**src/rtl/orb_fast_conv_core.sv**
```systemverilog
// ORB front-end: 3x3 Gaussian smoothing into the conv SRAM, FAST-9 corner map, then a
// 16-pixel ring overlay per corner. All memories are external synchronous SRAMs.
module orb_fast_conv_core #(
  parameter int NUM_PARAMS  = 8,
  parameter int PARAM_DEPTH = 8,
  parameter int MAX_KERNEL  = 31,
  parameter int X_MAX       = 400,
  parameter int Y_MAX       = 400,
  parameter int PIXEL_DEPTH = 8,
  parameter int START_DELAY = 32
) (
  input  logic                          clk,
  input  logic                          n_rst,
  output logic                          new_trans,
  output logic                          img_done,
  output logic [$clog2(X_MAX):0]        x_addr_img,
  output logic [$clog2(Y_MAX):0]        y_addr_img,
  output logic                          ren_img,
  input  logic [PIXEL_DEPTH-1:0]        rdat_img,
  output logic [$clog2(NUM_PARAMS)-1:0] addr_params,
  output logic                          ren_params,
  input  logic [PARAM_DEPTH-1:0]        rdat_params,
  output logic [$clog2(NUM_PARAMS)-1:0] addr_write_params,
  output logic                          wen_params,
  output logic [PARAM_DEPTH-1:0]        wdat_params,
  output logic [$clog2(X_MAX):0]        x_addr_conv,
  output logic [$clog2(Y_MAX):0]        y_addr_conv,
  output logic                          wen_conv,
  output logic [PIXEL_DEPTH-1:0]        wdat_conv,
  output logic [$clog2(X_MAX):0]        x_addr_conv_fast,
  output logic [$clog2(Y_MAX):0]        y_addr_conv_fast,
  output logic                          ren_conv_fast,
  input  logic [PIXEL_DEPTH-1:0]        rdat_conv_fast,
  output logic [$clog2(X_MAX):0]        x_addr_fast,
  output logic [$clog2(Y_MAX):0]        y_addr_fast,
  output logic                          wen_fast,
  output logic                          wdat_fast,
  output logic                          ren_fast,
  input  logic                          rdat_fast,
  output logic [$clog2(X_MAX):0]        x_addr_circle,
  output logic [$clog2(Y_MAX):0]        y_addr_circle,
  output logic                          wen_circle,
  output logic [PIXEL_DEPTH-1:0]        wdat_circle
);

  localparam int XW = $clog2(X_MAX) + 1;
  localparam int YW = $clog2(Y_MAX) + 1;
  localparam int PW = $clog2(NUM_PARAMS);
  localparam int CW = PIXEL_DEPTH + 1;
  localparam int AW = PIXEL_DEPTH + 4;
  localparam int DW = $clog2(START_DELAY + 1);

  localparam logic [2:0] S_WAIT   = 3'd0;
  localparam logic [2:0] S_PARAMS = 3'd1;
  localparam logic [2:0] S_CONV   = 3'd2;
  localparam logic [2:0] S_FAST   = 3'd3;
  localparam logic [2:0] S_CIRCLE = 3'd4;
  localparam logic [2:0] S_FINISH = 3'd5;
  localparam logic [2:0] S_DONE   = 3'd6;

  localparam int RING_DX [16] = '{0, 1, 2, 3, 3, 3, 2, 1, 0, -1, -2, -3, -3, -3, -2, -1};
  localparam int RING_DY [16] = '{-3, -3, -2, -1, 0, 1, 2, 3, 3, 3, 2, 1, 0, -1, -2, -3};

  function automatic int clampi(input int v, input int hi);
    if (v < 0) return 0;
    if (v > hi) return hi;
    return v;
  endfunction

  function automatic logic [3:0] tap_weight(input logic [3:0] j);
    case (j)
      4'd4:                     return 4'd4;
      4'd1, 4'd3, 4'd5, 4'd7:   return 4'd2;
      default:                  return 4'd1;
    endcase
  endfunction

  // True when some run of 9 consecutive bits (circular) is all set.
  function automatic logic has_run9(input logic [15:0] v);
    logic [15:0] m;
    m = v;
    for (int s = 1; s < 9; s++) m = m & ((v >> s) | (v << (16 - s)));
    return |m;
  endfunction

  logic [2:0]             r_state;
  logic [DW-1:0]          r_cnt;
  logic [4:0]             r_ph;
  logic [XW-1:0]          r_x;
  logic [YW-1:0]          r_y;
  logic [PARAM_DEPTH-1:0] r_t, r_k, r_fc;
  logic [AW-1:0]          r_acc;
  logic [PIXEL_DEPTH-1:0] r_p;
  logic [14:0]            r_bright, r_dark;

  int             w_xi, w_yi, w_tdx, w_tdy;
  logic           w_bypass, w_border, w_x_last, w_y_last, w_pix_done;
  logic           w_b, w_d, w_corner;
  logic [4:0]     w_ntaps;
  logic [3:0]     w_ring_idx, w_cap_idx;
  logic [AW-1:0]  w_sum;
  logic [CW-1:0]  w_c9, w_p9, w_t9;

  assign w_xi     = int'(r_x);
  assign w_yi     = int'(r_y);
  assign w_bypass = (r_k == PARAM_DEPTH'(1)) || (MAX_KERNEL < 3);
  assign w_ntaps  = w_bypass ? 5'd1 : 5'd9;
  assign w_tdx    = w_bypass ? 0 : (int'(r_ph) % 3) - 1;
  assign w_tdy    = w_bypass ? 0 : (int'(r_ph) / 3) - 1;
  assign w_sum    = r_acc + AW'(rdat_img) * AW'(tap_weight(4'(r_ph - 5'd1)));
  assign w_border = (w_xi < 3) || (w_xi >= X_MAX - 3) || (w_yi < 3) || (w_yi >= Y_MAX - 3);
  assign w_x_last = (w_xi == X_MAX - 1);
  assign w_y_last = (w_yi == Y_MAX - 1);

  assign w_c9     = {1'b0, rdat_conv_fast};
  assign w_p9     = {1'b0, r_p};
  assign w_t9     = CW'(r_t);
  assign w_b      = w_c9 > w_p9 + w_t9;
  assign w_d      = w_c9 + w_t9 < w_p9;
  assign w_corner = has_run9({w_b, r_bright}) | has_run9({w_d, r_dark});

  // FAST issues ring reads one phase after the centre; CIRCLE writes two phases after its read.
  assign w_ring_idx = (r_state == S_FAST) ? 4'(r_ph - 5'd1) : 4'(r_ph - 5'd2);
  assign w_cap_idx  = 4'(r_ph - 5'd2);

  always_comb begin
    new_trans = 1'b0;  img_done = 1'b0;
    x_addr_img = '0;   y_addr_img = '0;   ren_img = 1'b0;
    addr_params = '0;  ren_params = 1'b0;
    addr_write_params = '0; wen_params = 1'b0; wdat_params = '0;
    x_addr_conv = '0;  y_addr_conv = '0;  wen_conv = 1'b0;  wdat_conv = '0;
    x_addr_conv_fast = '0; y_addr_conv_fast = '0; ren_conv_fast = 1'b0;
    x_addr_fast = '0;  y_addr_fast = '0;  wen_fast = 1'b0;  wdat_fast = 1'b0; ren_fast = 1'b0;
    x_addr_circle = '0; y_addr_circle = '0; wen_circle = 1'b0; wdat_circle = '0;
    w_pix_done = 1'b0;
    case (r_state)
      S_PARAMS: begin
        new_trans   = (r_ph == 5'd0);
        ren_params  = (r_ph < 5'd3);
        addr_params = (r_ph == 5'd0) ? PW'(0) : (r_ph == 5'd1) ? PW'(1) : PW'(7);
      end
      S_CONV: begin
        if (r_ph == w_ntaps) begin
          wen_conv    = 1'b1;
          x_addr_conv = r_x;
          y_addr_conv = r_y;
          wdat_conv   = w_bypass ? rdat_img : w_sum[AW-1:4];
          w_pix_done  = 1'b1;
        end else begin
          ren_img    = 1'b1;
          x_addr_img = XW'(clampi(w_xi + w_tdx, X_MAX - 1));
          y_addr_img = YW'(clampi(w_yi + w_tdy, Y_MAX - 1));
        end
      end
      S_FAST: begin
        x_addr_fast = r_x;
        y_addr_fast = r_y;
        if (w_border) begin
          wen_fast   = 1'b1;
          w_pix_done = 1'b1;
        end else if (r_ph == 5'd17) begin
          wen_fast   = 1'b1;
          wdat_fast  = w_corner;
          w_pix_done = 1'b1;
        end else begin
          ren_conv_fast    = 1'b1;
          x_addr_conv_fast = (r_ph == 5'd0) ? r_x : XW'(w_xi + RING_DX[w_ring_idx]);
          y_addr_conv_fast = (r_ph == 5'd0) ? r_y : YW'(w_yi + RING_DY[w_ring_idx]);
        end
      end
      S_CIRCLE: begin
        if (r_ph == 5'd0) begin
          ren_fast    = 1'b1;
          x_addr_fast = r_x;
          y_addr_fast = r_y;
        end else if (r_ph == 5'd1) begin
          w_pix_done = !rdat_fast;
        end else begin
          wen_circle    = 1'b1;
          x_addr_circle = XW'(w_xi + RING_DX[w_ring_idx]);
          y_addr_circle = YW'(w_yi + RING_DY[w_ring_idx]);
          wdat_circle   = '1;
          w_pix_done    = (r_ph == 5'd17);
        end
      end
      S_FINISH: begin
        wen_params        = 1'b1;
        addr_write_params = PW'(7);
        wdat_params       = r_fc + PARAM_DEPTH'(1);
      end
      S_DONE:  img_done = 1'b1;
      default: ;
    endcase
  end

  always_ff @(posedge clk or negedge n_rst) begin
    if (!n_rst) begin
      r_state  <= S_WAIT;
      r_cnt    <= '0;
      r_ph     <= '0;
      r_x      <= '0;
      r_y      <= '0;
      r_t      <= '0;
      r_k      <= '0;
      r_fc     <= '0;
      r_acc    <= '0;
      r_p      <= '0;
      r_bright <= '0;
      r_dark   <= '0;
    end else begin
      case (r_state)
        S_WAIT: begin
          if (int'(r_cnt) == START_DELAY - 1) r_state <= S_PARAMS;
          else r_cnt <= r_cnt + DW'(1);
        end
        S_PARAMS: begin
          if (r_ph == 5'd1) r_t <= rdat_params;
          if (r_ph == 5'd2) r_k <= rdat_params;
          if (r_ph == 5'd3) begin
            r_fc    <= rdat_params;
            r_ph    <= '0;
            r_state <= S_CONV;
          end else begin
            r_ph <= r_ph + 5'd1;
          end
        end
        S_CONV, S_FAST, S_CIRCLE: begin
          if (r_state == S_CONV && r_ph != 5'd0 && r_ph != w_ntaps) r_acc <= w_sum;
          if (r_state == S_FAST && r_ph == 5'd1) r_p <= rdat_conv_fast;
          if (r_state == S_FAST && r_ph >= 5'd2 && r_ph <= 5'd16) begin
            r_bright[w_cap_idx] <= w_b;
            r_dark[w_cap_idx]   <= w_d;
          end
          if (w_pix_done) begin
            r_ph  <= '0;
            r_acc <= '0;
            if (w_x_last) begin
              r_x <= '0;
              if (w_y_last) begin
                r_y     <= '0;
                r_state <= r_state + 3'd1;  // CONV -> FAST -> CIRCLE -> FINISH
              end else begin
                r_y <= r_y + YW'(1);
              end
            end else begin
              r_x <= r_x + XW'(1);
            end
          end else begin
            r_ph <= r_ph + 5'd1;
          end
        end
        S_FINISH: r_state <= S_DONE;
        default:  r_state <= S_DONE;
      endcase
    end
  end

endmodule

```
**config.mk**
```make
export PLATFORM = sky130hd
export DESIGN_NAME = orb_fast_conv_core
export DESIGN_NICKNAME = d
export VERILOG_FILES = /design/src/rtl/orb_fast_conv_core.sv
export SDC_FILE = /design/constraint.sdc
export NUM_CORES = 1
export LEC_CHECK = 0
export BUFFER_PORTS_ARGS = -buffer_cell sky130_fd_sc_hd__buf_2
export CAP_MARGIN = 0
export CORE_ASPECT_RATIO = 0.5
export CORE_MARGIN = 5
export CORE_UTILIZATION = 40
export DETAILED_ROUTE_END_ITERATION = 8
export PLACE_DENSITY_LB_ADDON = 0.05
export SKIP_CTS_REPAIR_TIMING = 1
export SYNTH_ARGS = -nofsm -noshare
export SYNTH_HDL_FRONTEND = slang
export SYNTH_SLANG_ARGS = --single-unit
```
**constraint.sdc**
```tcl
create_clock -name clk -period 12.4 [get_ports clk]
set_input_delay 0.62 -clock clk [delete_from_list [all_inputs] [get_ports clk]]
set_output_delay 0.62 -clock clk [all_outputs]
set_load 0.005 [all_outputs]
```
==> flow_summary.json, run 1 <==
{
  "max_freq_mhz": 109,
  "maxCapViolations": 0,
  "yosys-top-cells-count": "148 x nand2_1, 121 x nor2_1, 115 x ha_1",
  "vias": 9881,
  "dr.pass1.iters": 5,
  "fin_crit_sh": 0.737,
  "synth_most_common_cell": "nand2_1",
  "drive_gt1_frac": 0.191,
  "path_delay_family": "compound AO/OA/AOI/OAI gates",
  "detail-route-antenna-nets": 0,
  "finalSetupTns_ns": 0,
  "reg2regPathDepth": 21,
  "status": "finished, final reports clean",
  "top_level_ports": 168,
  "hold_viol": 0,
  "yosys-top-cells-area": "dfrtp_1 25%, ha_1 13%, mux2_2 6.5%",
  "hp-class": "primary input to async pin",
  "placeableCoreArea_mm2": 0.0266,
  "die_w_um": 244,
  "path_class": "register to output port",
  "cts.sinks": 108,
  "synth_flop_cell": "dfrtp_1",
  "grt.overflow.total": 0,
  "timing.rr.end": "r_acc[11]",
  "slew_headroom": 0.317,
  "cts_tree": "done",
  "end_kind": "output port",
  "die_h_um": 127,
  "crit_arrival_ns": 8.51,
  "clkTransAtPathRegs_ns": 0.08,
  "setup_violations": 0,
  "clock_latency_ns": 0.39,
  "synth_top_area_frac": 0.248,
  "rrSetupSlack_ns": 6.38,
  "fp.dieArea_mm2": 0.0309,
  "gp_congestion": 0.865,
  "ys_async_sr_fraction": 1.00,
  "grt_max_degree": 77,
  "dp_hpwl_um": 25800,
  "h-tree-depth": 3,
  "num_rows": 42,
  "ir_drop_mv": 0.0622,
  "yosysSeqAreaShare": 0.248,
  "placed_cell_area_mm2": 0.0120,
  "grt_pass1_vias": 9820,
  "crit_required_ns": 11.78,
  "routed_via_density": 5.47,
  "yosys_register_bits": 108,
  "ys_types": 79,
  "stdcell_area_mm2": 0.0123,
  "path_common_cell": "ha_1",
  "rsz0062_at_grt": "false",
  "start_util": 0.410,
  "reg2reg_from": "r_ph[2]",
  "tightest_slew_ns": 1.01,
  "syn_area_mm2": 0.0109,
  "slew_violations": 0,
  "wl_per_cell_um": 18.1,
  "cts_root_buf": "clkbuf_16",
  "portBuffers": 165,
  "p_leak_uw": 0.00614,
  "synth_cells": 1321,
  "fin_worst_skew_ns": 0.0130,
  "synth_edf_count": 0,
  "grt_pass1_wl_um": 52700,
  "powerDensity_mw_per_mm2": 65.1,
  "area_delta_synth_final_pct": 12.9,
  "cp_max_fo": 23,
  "max_stage_delay_ns": 0.87,
  "clockBufferDepth": 2,
  "fin_crit_ns": 9.13,
  "cpMaxStageDelayCell": "dfrtp_1",
  "antenna_found_initial": 0,
  "syn_area_per_cell_um2": 8.26,
  "ys_warn_count": 0,
  "track_usage": 0.211,
  "synth_area_leader_cell": "dfrtp_1",
  "drc": 0,
  "cp.buffers_inverters": 2,
  "nets": 1612,
  "drt-total-wl_um": 32600,
  "numCtsBuffers": 9,
  "start_kind": "register",
  "n_antenna_cell": 0,
  "drtIter0Drc": 539
}
==> placed cells by master, fill, tap and decap left out, types with 5 or more instances in the layout <==
master	count
a211oi_1	5
a21boi_0	6
a21o_1	24
a21oi_1	102
a31o_2	5
a31oi_1	9
and2_1	41
and3_1	13
buf_2	164
buf_4	11
clkbuf_16	9
dfrtp_1	108
fa_1	21
ha_1	115
inv_1	94
mux2_2	63
nand2_1	148
nand2b_1	7
nand3_1	28
nand4_1	13
nor2_1	121
nor2b_1	29
nor3_1	16
nor4_1	9
o21a_1	15
o21ai_0	62
o21ai_1	5
o21bai_1	17
or2_2	7
xnor2_1	54
xor2_1	36
==> report_power, final <==
group | switching [µW] | internal, µW
Sequential | 5.21 | 358
Combinational | 58.4 | 47.5
Clock | 152 | 182
Total | 215 | 587
==> registers in the layout, indices dropped and copies added (netlist names) <==
signal    count
r_cnt         6
r_y          10
r_fc          8
r_state       3
r_bright     15
r_k           8
r_p           8
r_x          10
r_ph          5
r_acc        12
r_t           8
r_dark       15
==> metal layers <==
| metal | GRT usage | wire length (µm) | vias to the layer above |
|---|---|---|---|
| met5 | 0 | 0 | - |
| met4 | 0.0384 | 424 | 0 |
| met3 | 0.0389 | 1360 | 30 |
| met2 | 0.359 | 15500 | 205 |
| met1 | 0.285 | 15300 | 4813 |
| li1 | - | - | 4833 |
==> worst register-to-register path: cells and delay by family (launching register included) <==
| kind | cells | cell delay [ns] |
|---|---|---|
| simple gates | 6 | 1.34 |
| flops | 1 | 0.78 |
| compound gates | 7 | 1.31 |
| buf+inv | 2 | 0.37 |
| xor+xnor | 2 | 0.33 |
| fa+ha+maj | 4 | 1.78 |
==> final cells by class <==
type                            instances  area, µm²
Clock buffer                           10        229
Clock inverter                          6        105
Fill cell                            2715      14300
Inverter                               95        357
Multi-Input combinational cell       1060       7590
Sequential cell                       108       2700
Tap cell                              352        440
Timing Repair Buffer                  175        903
==> per-stage QoR <==
step / instances / power, µW / hold slack [ns] / util / setup WS (ns)
global placement: 1790 / 474 / 0.459 / 0.450 / 4.02
finish: 1806 / 802 / 0.201 / 0.463 / 3.27
detailed placement: 1790 / 478 / 0.458 / 0.450 / 3.81
global route: 1806 / 844 / 0.230 / 0.463 / 2.59
floorplan: 1322 / 439 / 0.324 / - / 4.67
CTS: 1806 / 819 / 0.198 / 0.463 / 3.32
==> worst max path at each step <==
stage,end,from,depth (start not counted)
global placement,x_addr_img[6],r_ph[3],31
floorplan,x_addr_img[6],r_ph[3],33
finish,x_addr_img[6],r_ph[3],31
CTS,x_addr_img[6],r_ph[3],30
global route,x_addr_img[6],r_ph[3],30
detailed placement,x_addr_img[6],r_ph[3],30
==> cells by family after synthesis <==
group / Yosys count / synth area share
and+or+nand+nor: 461 / 0.205
AOI/OAI and AO/OA: 303 / 0.176
buffers and inverters: 154 / 0.0586
adders and majority gates: 136 / 0.170
DFF: 108 / 0.248
xor gates and xnor gates: 90 / 0.0722
muxes: 68 / 0.0700
other: 1 / 0.000344
Note: power is estimated with default switching activity, not from simulation.
==> run 2, diff against run 1 <==
clock period = 8.39 ns   (was 12.4 ns; I/O delays follow)
==> run 2 against run 1 <==
Net effect:
- the flow now finishes with violations (hold timing)
- register-to-register slack lost 3.9 ns
- sequential share of layout area shrank 0.10 points
- cell area grew 0.47%
- clock skew grew 0.00069 ns
- critical path depth is the same
- die area is the same
==> flow_summary.json, run 2 (synthesized netlist as in run 1, its figures left out) <==
{
  "status": "finished with violations",
  "violations": "hold timing",
  "max_freq_mhz": 125,
  "numCtsBuffers": 9,
  "portBuffers": 165,
  "crit_required_ns": 7.97,
  "max_stage_delay_ns": 0.39,
  "cp_max_fo": 8,
  "start_kind": "register",
  "nets": 1620,
  "crit_arrival_ns": 7.55,
  "die_h_um": 127,
  "top_level_ports": 168,
  "grt_max_degree": 77,
  "tightest_slew_ns": 1.04,
  "start_util": 0.410,
  "reg_top3": "r_bright x15, r_dark x15, r_acc x12",
  "drive_gt1_frac": 0.199,
  "timing.hold.ws_ns": -0.000700,
  "detail-route-antenna-nets": 0,
  "finalSetupTns_ns": 0,
  "wl_per_cell_um": 17.8,
  "rrSetupSlack_ns": 2.49,
  "fillCellCount": 2721,
  "path_common_cell": "ha_1",
  "gp_congestion": 0.867,
  "sw_frac_of_total": 0.294,
  "switching_power_uw": 339,
  "drt-total-wl_um": 32300,
  "grt.overflow.total": 0,
  "die_w_um": 244,
  "fin_worst_skew_ns": 0.0137,
  "maxCapViolations": 0,
  "clockBufferDepth": 2,
  "seqPwrFrac": 0.466,
  "cp.depth": 31,
  "area_delta_synth_final_pct": 13.5,
  "placeableCoreArea_mm2": 0.0266,
  "dp_hpwl_um": 25300,
  "hold_viol": 1,
  "slew_violations": 0,
  "placed_cell_area_mm2": 0.0120,
  "clkTransAtPathRegs_ns": 0.09,
  "grt_pass1_vias": 9662,
  "final_common_cell": "buf_2",
  "cts_tree": "done",
  "drc": 0,
  "comb_power_share": 0.138,
  "dr.pass1.iters": 5,
  "p_int_uw": 812,
  "slew_headroom": 0.300,
  "path_class": "register to output port",
  "grt_pass1_wl_um": 51800,
  "powerDensity_mw_per_mm2": 92.9,
  "hp-class": "primary input to async pin",
  "stdcell_area_mm2": 0.0124,
  "n_antenna_cell": 0,
  "clockPowerShare": 0.397,
  "cts_root_buf": "clkbuf_16",
  "h-tree-depth": 3,
  "antenna_found_initial": 1,
  "clock_latency_ns": 0.38,
  "startpoint": "r_ph[4]",
  "cpMaxStageDelayCell": "dfrtp_1",
  "timing.rr.end": "r_acc[11]",
  "p_leak_uw": 0.00621,
  "rsz0062_at_grt": "false",
  "fp.dieArea_mm2": 0.0309,
  "endpoint": "x_addr_img[6]",
  "end_kind": "output port",
  "vias": 9826,
  "track_usage": 0.206,
  "drtIter0Drc": 566,
  "ir_drop_mv": 0.0969,
  "fin_crit_sh": 0.950,
  "setup_violations": 0,
  "reg2reg_from": "r_ph[2]",
  "reg2regPathDepth": 21,
  "cp.buffers_inverters": 2,
  "num_rows": 42,
  "final_cell_mix": "164 x buf_2, 148 x nand2_1, 121 x nor2_1",
  "fin_crit_ns": 7.97,
  "routed_via_density": 5.42,
  "cts.sinks": 108,
  "path_delay_family": "compound AO/OA/AOI/OAI gates"
}
-- run 2: cell count changes in the layout (fill, tap and decap cells not counted), moves of 2 or more --
cell        before  now
clkinvlp_4       0    2
buf_4           11   19
bufinv_16        2    0
inv_6            2    0
inv_8            1    4
-- run 2: stage by stage --
step                      utilization  power, µW  cells  setup slack, ns
after floorplan                     -        649   1322            0.859
after global placement          0.451        701   1793            0.766
after detailed placement        0.451        707   1793            0.514
after CTS                       0.462       1170   1809           0.0442
after global routing            0.465       1210   1814           0.0417
final                           0.465       1150   1814            0.422
-- run 2: cell type report --
| cell class | instances | area [µm²] | area share |
|---|---|---|---|
| clock inverter | 7 | 76.3 | 0.00616 |
| multi-input combinational | 1060 | 7620 | 0.615 |
| clock buffer | 9 | 225 | 0.0182 |
| timing repair buffer | 183 | 963 | 0.0778 |
| inverter | 95 | 359 | 0.0290 |
| tap | 352 | 440 | 0.0356 |
| sequential | 108 | 2700 | 0.218 |
-- run 2: worst min path at each step --
stage / slack (ns) / cells after the start / to
2_1_floorplan: 0.12 / 0 / r_acc[0]
3_3_place_gp: 0.42 / 1 / r_acc[3]
3_5_place_dp: 0.42 / 1 / r_acc[3]
4_1_cts: 0.009 / 1 / r_acc[3]
5_1_grt: 0.02 / 1 / r_acc[1]
6_report: -0.0007 / 1 / r_acc[1]
-- run 2: power by group through the flow --
stage                     registers (µW)  logic, µW  clock network (µW)
after CTS                            536        162                 469
after global routing                 537        182                 493
after global placement               546        155                   0
final                                536        158                 456
after detailed placement             546        160                   0
after floorplan                      544        105                   0
-- run 2: metal layers --
layer / up-vias / share of wire / global-route usage
met5: - / 0.00037 / 0
met3: 29 / 0.046 / 0.0378
met4: 2 / 0.012 / 0.0371
met2: 182 / 0.47 / 0.350
li1: 4834 / - / -
met1: 4779 / 0.47 / 0.280
==> run 3, diff against run 2 <==
RECOVER_POWER = 50   (was not set)
SETUP_SLACK_MARGIN = 0.05   (was not set)
clock period = 9.6 ns   (was 8.39 ns; I/O delays follow)
==> run 3 against run 2 <==
Net effect:
- routed wire length increased by 1.0%
- the run ends with capacitance limit, slew limit left
- first-iteration DRC count increased by 17%
- critical path depth unchanged
- count of clock-buffer cells in the layout unchanged
- utilization decreased by 0.43 points
- cell area decreased by 0.93%
- register-to-register slack improved by 0.96 ns
- largest power group unchanged
- largest cell class unchanged
- clock skew decreased by 0.0027 ns
==> flow_summary.json, run 3 (synthesized netlist as in run 1, its figures left out) <==
{
  "nets": 1614,
  "cp.buffers_inverters": 3,
  "powerDensity_mw_per_mm2": 82.0,
  "ir_drop_mv": 0.125,
  "crit_required_ns": 9.12,
  "cp.depth": 31,
  "num_rows": 42,
  "finalSetupTns_ns": 0,
  "crit_arrival_ns": 8.17,
  "detail-route-antenna-nets": 0,
  "placed_cell_area_mm2": 0.0120,
  "fp.dieArea_mm2": 0.0309,
  "wl_per_cell_um": 18.0,
  "h-tree-depth": 3,
  "status": "finished with violations",
  "grt.overflow.total": 0,
  "rsz0062_at_grt": "false",
  "numCtsBuffers": 9,
  "rrSetupSlack_ns": 3.45,
  "hp-class": "primary input to register",
  "grt_util_met2": 0.359,
  "hold_viol": 0,
  "max_stage_delay_ns": 0.47,
  "grt_util_met1": 0.281,
  "reg_top3": "r_bright x15, r_dark x15, r_acc x12",
  "clockBufferDepth": 2,
  "fillCellCount": 2699,
  "routed_via_density": 5.44,
  "fin_crit_sh": 0.901,
  "cpMaxStageDelayCell": "o41ai_1",
  "slew_violations": 111,
  "cts_tree": "done",
  "ff_latch_area_mm2": 0.00270,
  "grt_pass1_wl_um": 52200,
  "antenna_found_initial": 0,
  "vias": 9841,
  "cts_root_buf": "clkbuf_16",
  "fin_total_pwr_uw": 1010,
  "tightest_slew_ns": 4.06,
  "reg2reg_from": "r_k[1]",
  "dr.pass1.iters": 5,
  "drt-total-wl_um": 32600,
  "cts.sinks": 108,
  "fin_worst_skew_ns": 0.0110,
  "die_h_um": 127,
  "startpoint": "r_ph[4]",
  "reg2regPathDepth": 15,
  "path_common_cell": "ha_1",
  "cp_max_fo": 25,
  "track_usage": 0.208,
  "area_delta_synth_final_pct": 12.4,
  "setup_violations": 0,
  "start_kind": "register",
  "globalRouteMet3Util": 0.0359,
  "slew_headroom": -1.71,
  "dp_hpwl_um": 25800,
  "violations": "capacitance limit, slew limit",
  "maxCapViolations": 2,
  "path_class": "register to output port",
  "timing.hold.ws_ns": 0.360,
  "grt_pass1_vias": 9771,
  "gp_congestion": 0.864,
  "clock_latency_ns": 0.38,
  "drc": 0,
  "p_leak_uw": 0.00605,
  "fin_crit_ns": 8.65,
  "dp_cells": 1792,
  "top_level_ports": 168,
  "end_kind": "output port",
  "grt_max_degree": 77,
  "final_cell_count_no_fill": 1808,
  "start_util": 0.410,
  "path_delay_family": "compound AO/OA/AOI/OAI gates",
  "endpoint": "x_addr_img[6]",
  "die_w_um": 244,
  "drive_gt1_frac": 0.177,
  "gr-max-usage-layer": "met2",
  "clkTransAtPathRegs_ns": 0.08,
  "placeableCoreArea_mm2": 0.0266,
  "max_freq_mhz": 116,
  "final_cell_mix": "148 x nand2_1, 148 x buf_2, 121 x nor2_1",
  "stdcell_area_mm2": 0.0123,
  "portBuffers": 165,
  "drtIter0Drc": 661,
  "multi_input_area_mm2": 0.00758,
  "timing.rr.end": "r_state[0]"
}
[run 3: power by group]
part	leakage (µW)	internal (µW)	switching (µW)
registers	0.00127	462	6.71
logic	0.00462	59.3	75.4
clock network	0.000151	207	196
total	0.00605	728	278
[run 3: worst min path at each step]
stage,to,start,slack [ns],cells past startpoint
after CTS,r_acc[3],n_rst,0.06,1
after floorplan,r_acc[0],n_rst,0.18,0
after global routing,r_p[3],rdat_conv_fast[3],0.36,2
after global placement,r_cnt[5],r_cnt[5],0.46,1
after detailed placement,r_cnt[4],r_cnt[4],0.47,1
final,r_t[1],rdat_params[1],0.36,2
[run 3: metal layers]
metal	routed length [µm]	up-vias
met2	15500	195
li1	-	4835
met1	15500	4786
met5	0	-
met4	373	0
met3	1270	25
[run 3: final cells by class]
type / count / share of cell area
Timing Repair Buffer: 177 / 0.0713
Multi-Input combinational cell: 1060 / 0.618
Tap cell: 352 / 0.0359
Inverter: 95 / 0.0291
Antenna cell: 1 / 0.000204
Sequential cell: 108 / 0.220
Clock buffer: 9 / 0.0184
Clock inverter: 6 / 0.00683
[run 3: per-stage QoR]
stage / util / setup WS [ns]
3_3_place_gp: 0.451 / 1.68
5_1_grt: 0.460 / 0.123
6_report: 0.461 / 0.955
4_1_cts: 0.462 / 1.04
2_1_floorplan: - / 2.01
3_5_place_dp: 0.451 / 1.50
